<file path="src/rtl/fetch_stage_if.sv">
// Fetch-stage boundary: hazard/redirect controls, instruction-memory port mem1, IF/ID register outputs.
// master = fetch stage, slave = surrounding pipeline and instruction memory.
interface fetch_stage_if;
    logic        stall;
    logic        redirect;
    logic [15:0] redirect_pc;
    logic [15:0] mem1_address;
    logic        mem1_read;
    logic        mem1_resp;
    logic [15:0] mem1_rdata;
    logic        ifid_valid;
    logic [15:0] ifid_ir;
    logic [15:0] ifid_pc;
    logic [3:0]  ifid_opcode;
    logic [11:0] ifid_irbits;

    modport master (
        input  stall, redirect, redirect_pc, mem1_resp, mem1_rdata,
        output mem1_address, mem1_read,
        output ifid_valid, ifid_ir, ifid_pc, ifid_opcode, ifid_irbits
    );

    modport slave (
        output stall, redirect, redirect_pc, mem1_resp, mem1_rdata,
        input  mem1_address, mem1_read,
        input  ifid_valid, ifid_ir, ifid_pc, ifid_opcode, ifid_irbits
    );
endinterface

</file>
<file path="src/rtl/fetch_stage.sv">
// LC-3b instruction fetch: owns the PC, drives mem1 and holds the IF/ID register.
// One instruction per cycle with zero-wait memory; a response arriving under stall is parked in a one-entry buffer.
module fetch_stage #(
    parameter logic [15:0] PC_RESET = 16'h0000
) (
    input  logic          clk,
    input  logic          reset,
    fetch_stage_if.master bus
);

    typedef enum logic [1:0] {
        FETCH    = 2'd0,
        BUFFERED = 2'd1,
        DISCARD  = 2'd2
    } state_t;

    state_t      state;
    state_t      state_nxt;
    logic [15:0] pc;
    logic [15:0] pc_inc;
    logic [15:0] buf_ir;
    logic [15:0] buf_pc;
    logic [15:0] pending;
    logic        ifid_valid_r;
    logic [15:0] ifid_ir_r;
    logic [15:0] ifid_pc_r;

    assign pc_inc = pc + 16'd2;

    always_ff @(posedge clk) begin
        if (reset) begin
            state <= FETCH;
        end else begin
            state <= state_nxt;
        end
    end

    always_comb begin
        state_nxt = state;
        case (state)
            FETCH: begin
                if (bus.mem1_resp) begin
                    if (!bus.redirect && bus.stall) begin
                        state_nxt = BUFFERED;
                    end
                end else if (bus.redirect) begin
                    state_nxt = DISCARD;
                end
            end
            DISCARD: begin
                if (bus.mem1_resp) begin
                    state_nxt = FETCH;
                end
            end
            BUFFERED: begin
                if (bus.redirect || !bus.stall) begin
                    state_nxt = FETCH;
                end
            end
            default: state_nxt = FETCH;
        endcase
    end

    // An abandoned read in DISCARD stays on the bus at its old address until memory answers.
    always_comb begin
        bus.mem1_read    = 1'b0;
        bus.mem1_address = pc;
        if (!reset) begin
            case (state)
                FETCH:    bus.mem1_read = 1'b1;
                DISCARD:  bus.mem1_read = 1'b1;
                default:  bus.mem1_read = 1'b0;
            endcase
        end
    end

    always_ff @(posedge clk) begin
        if (reset) begin
            pc           <= PC_RESET;
            buf_ir       <= 16'h0000;
            buf_pc       <= 16'h0000;
            pending      <= 16'h0000;
            ifid_valid_r <= 1'b0;
            ifid_ir_r    <= 16'h0000;
            ifid_pc_r    <= 16'h0000;
        end else begin
            case (state)
                FETCH: begin
                    if (bus.mem1_resp) begin
                        if (bus.redirect) begin
                            pc           <= bus.redirect_pc;
                            ifid_valid_r <= 1'b0;
                        end else if (!bus.stall) begin
                            ifid_valid_r <= 1'b1;
                            ifid_ir_r    <= bus.mem1_rdata;
                            ifid_pc_r    <= pc_inc;
                            pc           <= pc_inc;
                        end else begin
                            buf_ir <= bus.mem1_rdata;
                            buf_pc <= pc_inc;
                            pc     <= pc_inc;
                        end
                    end else if (bus.redirect) begin
                        pending      <= bus.redirect_pc;
                        ifid_valid_r <= 1'b0;
                    end else if (!bus.stall) begin
                        ifid_valid_r <= 1'b0;
                    end
                end
                DISCARD: begin
                    ifid_valid_r <= 1'b0;
                    if (bus.redirect) begin
                        pending <= bus.redirect_pc;
                    end
                    if (bus.mem1_resp) begin
                        pc <= bus.redirect ? bus.redirect_pc : pending;
                    end
                end
                BUFFERED: begin
                    if (bus.redirect) begin
                        pc           <= bus.redirect_pc;
                        ifid_valid_r <= 1'b0;
                    end else if (!bus.stall) begin
                        ifid_valid_r <= 1'b1;
                        ifid_ir_r    <= buf_ir;
                        ifid_pc_r    <= buf_pc;
                    end
                end
                default: ifid_valid_r <= 1'b0;
            endcase
        end
    end

    assign bus.ifid_valid  = ifid_valid_r;
    assign bus.ifid_ir     = ifid_ir_r;
    assign bus.ifid_pc     = ifid_pc_r;
    assign bus.ifid_opcode = ifid_ir_r[15:12];
    assign bus.ifid_irbits = ifid_ir_r[11:0];

endmodule

</file>
<file path="src/flat_wrapper.sv">
// flat-port wrapper written by rule: the top's interface ports become plain ports
module fetch_stage_flat 
#(
    parameter logic [15:0] PC_RESET = 16'h0000
)
  (clk, reset, bus_stall, bus_redirect, bus_redirect_pc, bus_mem1_resp, bus_mem1_rdata, bus_mem1_address, bus_mem1_read, bus_ifid_valid, bus_ifid_ir, bus_ifid_pc, bus_ifid_opcode, bus_ifid_irbits);
  fetch_stage_if bus_i ();
  input  logic clk;
  input  logic reset;
  input wire logic [$bits(bus_i.stall)-1:0] bus_stall;
  input wire logic [$bits(bus_i.redirect)-1:0] bus_redirect;
  input wire logic [$bits(bus_i.redirect_pc)-1:0] bus_redirect_pc;
  input wire logic [$bits(bus_i.mem1_resp)-1:0] bus_mem1_resp;
  input wire logic [$bits(bus_i.mem1_rdata)-1:0] bus_mem1_rdata;
  output wire logic [$bits(bus_i.mem1_address)-1:0] bus_mem1_address;
  output wire logic [$bits(bus_i.mem1_read)-1:0] bus_mem1_read;
  output wire logic [$bits(bus_i.ifid_valid)-1:0] bus_ifid_valid;
  output wire logic [$bits(bus_i.ifid_ir)-1:0] bus_ifid_ir;
  output wire logic [$bits(bus_i.ifid_pc)-1:0] bus_ifid_pc;
  output wire logic [$bits(bus_i.ifid_opcode)-1:0] bus_ifid_opcode;
  output wire logic [$bits(bus_i.ifid_irbits)-1:0] bus_ifid_irbits;
  assign bus_i.stall = bus_stall;
  assign bus_i.redirect = bus_redirect;
  assign bus_i.redirect_pc = bus_redirect_pc;
  assign bus_i.mem1_resp = bus_mem1_resp;
  assign bus_i.mem1_rdata = bus_mem1_rdata;
  assign bus_mem1_address = bus_i.mem1_address;
  assign bus_mem1_read = bus_i.mem1_read;
  assign bus_ifid_valid = bus_i.ifid_valid;
  assign bus_ifid_ir = bus_i.ifid_ir;
  assign bus_ifid_pc = bus_i.ifid_pc;
  assign bus_ifid_opcode = bus_i.ifid_opcode;
  assign bus_ifid_irbits = bus_i.ifid_irbits;
  fetch_stage #(.PC_RESET(PC_RESET)) u_core (.clk(clk), .reset(reset), .bus(bus_i));
endmodule
</file>
<file path="config.mk">
export PLATFORM = sky130hd
export DESIGN_NAME = fetch_stage_flat
export DESIGN_NICKNAME = d
export VERILOG_FILES = /design/src/rtl/fetch_stage_if.sv /design/src/rtl/fetch_stage.sv /design/src/flat_wrapper.sv
export SDC_FILE = /design/constraint.sdc
export NUM_CORES = 1
export LEC_CHECK = 0
export CAP_MARGIN = 20
export CELL_PAD_IN_SITES_DETAIL_PLACEMENT = 1
export CELL_PAD_IN_SITES_GLOBAL_PLACEMENT = 1
export CORE_ASPECT_RATIO = 0.9
export CORE_MARGIN = 3
export CORE_UTILIZATION = 38
export DETAILED_ROUTE_END_ITERATION = 8
export GPL_ROUTABILITY_DRIVEN = 0
export PLACE_DENSITY = 0.85
export SLEW_MARGIN = 40
export SYNTH_ARGS = -nofsm -noshare
export SYNTH_HDL_FRONTEND = slang
export SYNTH_SLANG_ARGS = --single-unit
</file>
<file path="constraint.sdc">
create_clock -name clk -period 2.4 [get_ports clk]
set_input_delay 0.48 -clock clk [delete_from_list [all_inputs] [get_ports clk]]
set_output_delay 0.48 -clock clk [all_outputs]
set_load 0.01 [all_outputs]
</file>
After elaboration in Yosys (flattened, before gate mapping)

Cells that the tools add are included.

Register bits after elaboration: 99
Bits of input ports: 37

$add $sub $neg: 1
Equality and inequality tests: 14
Mux-type cells: 34
Bitwise operators: 1
Reduce and logical (&&, ||, !) cells: 14

Operators with widths:

| operator                                                              | number |
|---|---|
| 16-bit two-way mux                                                    | 16 |
| 16-bit one-hot mux with 2 select lines                                | 3 |
| 16-bit one-hot mux with 3 select lines                                | 1 |
| 16-bit by 2-bit adder with 16-bit output, second input constant       | 1 |
| 2-bit != test, second input constant                                  | 8 |
| 4-bit AND reduction                                                   | 3 |
| 2-bit two-way mux                                                     | 5 |
| 1-bit two-way mux                                                     | 7 |
| 2-bit one-hot mux with 3 select lines                                 | 1 |
| 6-bit AND reduction                                                   | 1 |
| 4-bit != test, second input constant                                  | 1 |
| 2-bit nonzero test                                                    | 2 |
| 3-bit by 2-bit != test with 1-bit output, second input constant       | 1 |
| 3-bit != test, second input constant                                  | 1 |
| 3-bit nonzero test                                                    | 1 |
| 2-bit by 1-bit equality test with 1-bit output, second input constant | 1 |
| 2-bit equality test, second input constant                            | 1 |
| 1-bit logical NOT                                                     | 2 |
| 2-bit logical NOT                                                     | 1 |
| 2-bit by 1-bit != test with 1-bit output, second input constant       | 1 |
| 1-bit one-hot mux with 2 select lines                                 | 1 |
| 2-bit AND reduction                                                   | 1 |
| 2-bit OR reduction                                                    | 1 |
| 1-bit logical AND                                                     | 1 |
| 2 further kinds                                                       | 2 |

Depth between registers and ports, before layout

Depth after elaboration: 5
Mapped depth: 9
Mapped depth without buffers: 7

Worst setup path after synthesis

Ideal clock, no wire load.

Path kind: in2out
From: input reset
To: output bus_mem1_read
Arrival: 1.424 ns
Data required time: 1.920 ns
Setup slack: 0.496 ns
Stages: 4
Path buffers: 3
Path through: clkbuf_1 clkbuf_1 clkbuf_1 nor2_1

Longest elaborated chain between the ends: 1

RTL lines:

| what              | RTL line           | RTL |
|---|---|---|
| start, declared   | flat_wrapper.sv:9  | `input logic reset;` |
| 1-bit two-way mux | fetch_stage.sv:68  | `if (!reset) begin` |
| end, declared     | flat_wrapper.sv:16 | `output wire logic [$bits(bus_i.mem1_read)-1:0] bus_mem1_read;` |

No other way between the ends.

Worst setup path after layout

From: register u_core.state[1]
To: output bus_mem1_read

Longest elaborated chain between the ends: 4
Elaborated cells on any way between the ends: 5

RTL lines:

| what                                                     | RTL line          | RTL |
|---|---|---|
| start, declared                                          | fetch_stage.sv:17 | `state_t state;` |
| start signal, assigned                                   | fetch_stage.sv:34 | `state <= state_nxt;` |
| 2-bit equality test or 2-bit logical NOT (tied branches) | fetch_stage.sv:69 | `case (state)` |
| 2-bit OR reduction (no line) (*)                         | --                |  |
| 1-bit two-way mux (*)                                    | fetch_stage.sv:69 |  |
| 1-bit two-way mux (*)                                    | fetch_stage.sv:68 |  |

Every way passes the cells marked *; elsewhere a longest branch is shown, timed or not.

==> flow_metrics.tcl <==
set metrics [dict create \
    drt_iter0_drc 246 \
    htree_levels 3 \
    io_buffers 102 \
    hpwlAfterDp_mm 10.8 \
    hold_depth 2 \
    die_w_um 127 \
    num_io_pins 103 \
    die_y_um 115 \
    synth_edf_count 0 \
    finalCritPeriodShare_pct 97.7 \
    synth-seq-area-share_pct 39.7 \
    synthTopCellsByCount "dfxtp_1, nor2_1, nand2_1" \
    yosys_warnings 0 \
    drive_gt1_share_pct 11.1 \
    slew_viol_final 0 \
    rsz0062_at_grt "no" \
    ant_nets 0 \
    ir_worst_vdd_mv 0.400 \
    start_kind "flip-flop" \
    pwr-share-seq_pct 41.7 \
    die_area_um2 14500 \
    power-per-cell-area_nw_per_um2 702 \
    nets 703 \
    finalWirelength_mm 15.7 \
    worstSetupPathType "reg -> out" \
    async_flop_share_pct 0 \
    yosysMostFrequentCell "dfxtp_1" \
    vias 4718 \
    regArea_um2 1980 \
    end_kind "primary output" \
    avgRoutedWirePerCell_um 18.9 \
    detail_route.first_pass.iterations 4 \
    area_growth_pct 29.2 \
    clock-sinks 99 \
    finalHoldViolCount 0 \
    antenna_found_initial 0 \
    fillCellCount 1471 \
    cap_violations 0 \
    worstRegToRegCells 8 \
    setup_tns_ns 0 \
    via_per_inst 5.68 \
    insertedDiodeCount 0 \
    std_cell_rows 39 \
    maxSlewHeadroom_pct 52.0 \
    tritoncts "done" \
    setup_viol 0 \
    synth.ff_latch_count 99 \
    syn_area_um2 4990 \
    ctsRootBufferMaster "clkbuf_16" \
    p_comb_share_pct 25.4 \
    post-route-drc-count 0 \
    synthCells 588 \
    cp_data_arrival_time_ns 1.86 \
    path_clk_slew_ns 0.08 \
    grt_pass1_vias 4859 \
    clk_latency_ns 0.37 \
    netSwitchingFraction_pct 32.9 \
    core_um2 12800 \
    finish.utilization_pct 50.4 \
    syn_nets 629 \
    synthFlopType "dfxtp_1" \
    p_leak_nw 2.32 \
    min_period_ns 2.34 \
    clk_path_buf_depth 2 \
    worstPathRequired_ns 1.92 \
    synth_area_leader_cell "dfxtp_1" \
    p_int_mw 3.04 \
    avgSynthCellArea_um2 8.48 \
    worst_slew_pin_slew_ns 0.717 \
    critPathMaxFanout 4 \
    yosysUniqueCellTypes 55 \
    clkPwrFrac_pct 32.9 \
    grt_pass1_wl_mm 24.7 \
    switchingPower_mw 1.49 \
    min_path_type "reg -> reg" \
    cts_hold_buf 0 \
    grt_max_degree 55 \
    multi_input_area_um2 2660 \
    yosys-top-cells-area "dfxtp_1, mux2i_1, nor2_1" \
    cts_made_buffers 9 \
    fin_worst_skew_ns 0.0149 \
    synth_top_area_share_pct 39.7 \
    grt_overflow 0 \
    status "completed" \
    track_usage_pct 21.1 \
    fmax_mhz 427 \
    start_util_pct 39.0 \
]
metal layers:
metal / global-route usage (%) / share of wire, % / vias up
li1: - / - / 2214
met4: 9.01 / 2.9 / 0
met1: 24.5 / 41 / 2339
met3: 4.99 / 4.7 / 32
met2: 37.1 / 52 / 133
met5: 0 / 0 / -
worst max-delay path: stages, from the launching register on:
cell             delay, ns
dfxtp_1               0.35
inv_1                 0.17
ha_4                  0.20
nor2_1                0.05
nor2_1                0.16
clkdlybuf4s50_1       0.57
final timing paths:
check,start,endpoint,slack [ns]
setup / recovery,u_core.state[1]$_SDFFE_PP0P_,bus_mem1_read,0.06
hold / removal,u_core.bus.ifid_pc[14]$_SDFFE_PP0P_,u_core.bus.ifid_pc[14]$_SDFFE_PP0P_,0.45
setup reg to reg,u_core.state[1]$_SDFFE_PP0P_,u_core.bus.ifid_pc[7]$_SDFFE_PP0P_,0.24
hold reg to reg,u_core.bus.ifid_pc[14]$_SDFFE_PP0P_,u_core.bus.ifid_pc[14]$_SDFFE_PP0P_,0.45
sequential cells by signal (all words and copies together) (netlist names):
register,flops
u_core.bus.ifid_pc,16
u_core.bus.ifid_ir,16
u_core.bus.mem1_address,16
u_core.bus.ifid_valid,1
u_core.state,2
u_core.buf_ir,16
u_core.pending,16
u_core.buf_pc,16
what timing repair did:
action,4_1_cts,5_1_grt
endpoints found under the setup margin,1,1
setup buffers,0,4
resized for setup,4,1
metrics by stage:
step | setup WS [ns] | area [um2] | power (mW) | instances | hold WS (ns)
5_1_grt | 0.00859 | 6450 | 4.73 | 831 | 0.477
3_5_place_dp | 0.0306 | 6090 | 3.03 | 811 | 0.446
4_1_cts | 0.00476 | 6410 | 4.52 | 827 | 0.455
6_report | 0.0562 | 6450 | 4.52 | 831 | 0.452
2_1_floorplan | 0.496 | 4990 | 2.56 | 588 | 0.436
3_3_place_gp | 0.129 | 6090 | 2.97 | 811 | 0.441
layout by cell type, fill, tap and decap left out, types with 11 or more instances in the layout:
master           Yosys  final
buf_4               20     25
a211oi_1            32     32
o211ai_1            11     11
nand2_1             66     66
nand3_1             14     14
mux2_2              13     13
dfxtp_1             99     99
mux2i_1             35     35
clkdlybuf4s50_1      0    101
nor3_1              15     15
a21oi_1             46     46
nor2_1              81     81
power by group through the flow:
stage | clock [mW] | combinational (mW) | sequential [mW]
final | 1.49 | 1.15 | 1.89
after global routing | 1.58 | 1.25 | 1.90
after CTS | 1.51 | 1.13 | 1.88
after detailed placement | 0 | 1.11 | 1.92
after global placement | 0 | 1.07 | 1.91
after floorplan | 0 | 0.647 | 1.91
cell families (layout without fill, tap and decap cells):
group | count (synthesis) | in the layout | synth area share, %
muxes | 49 | 49 | 10.2
AOI/OAI and AO/OA | 138 | 138 | 19.6
and+or+nand+nor | 209 | 209 | 19.2
adders and majority gates | 4 | 4 | 1.00
buffers and inverters | 76 | 155 | 7.83
xor gates and xnor gates | 13 | 13 | 2.43
DFF | 99 | 99 | 39.7
area by class of cell:
| type | count | share of cell area [%] |
|---|---|---|
| clock buffer | 9 | 3.49 |
| clock inverter | 7 | 1.13 |
| timing repair buffer | 130 | 19.6 |
| sequential | 99 | 30.7 |
| tap | 164 | 3.18 |
| inverter | 9 | 0.524 |
| multi-input combinational | 413 | 41.3 |
Note: power is estimated with default switching activity, not from simulation.
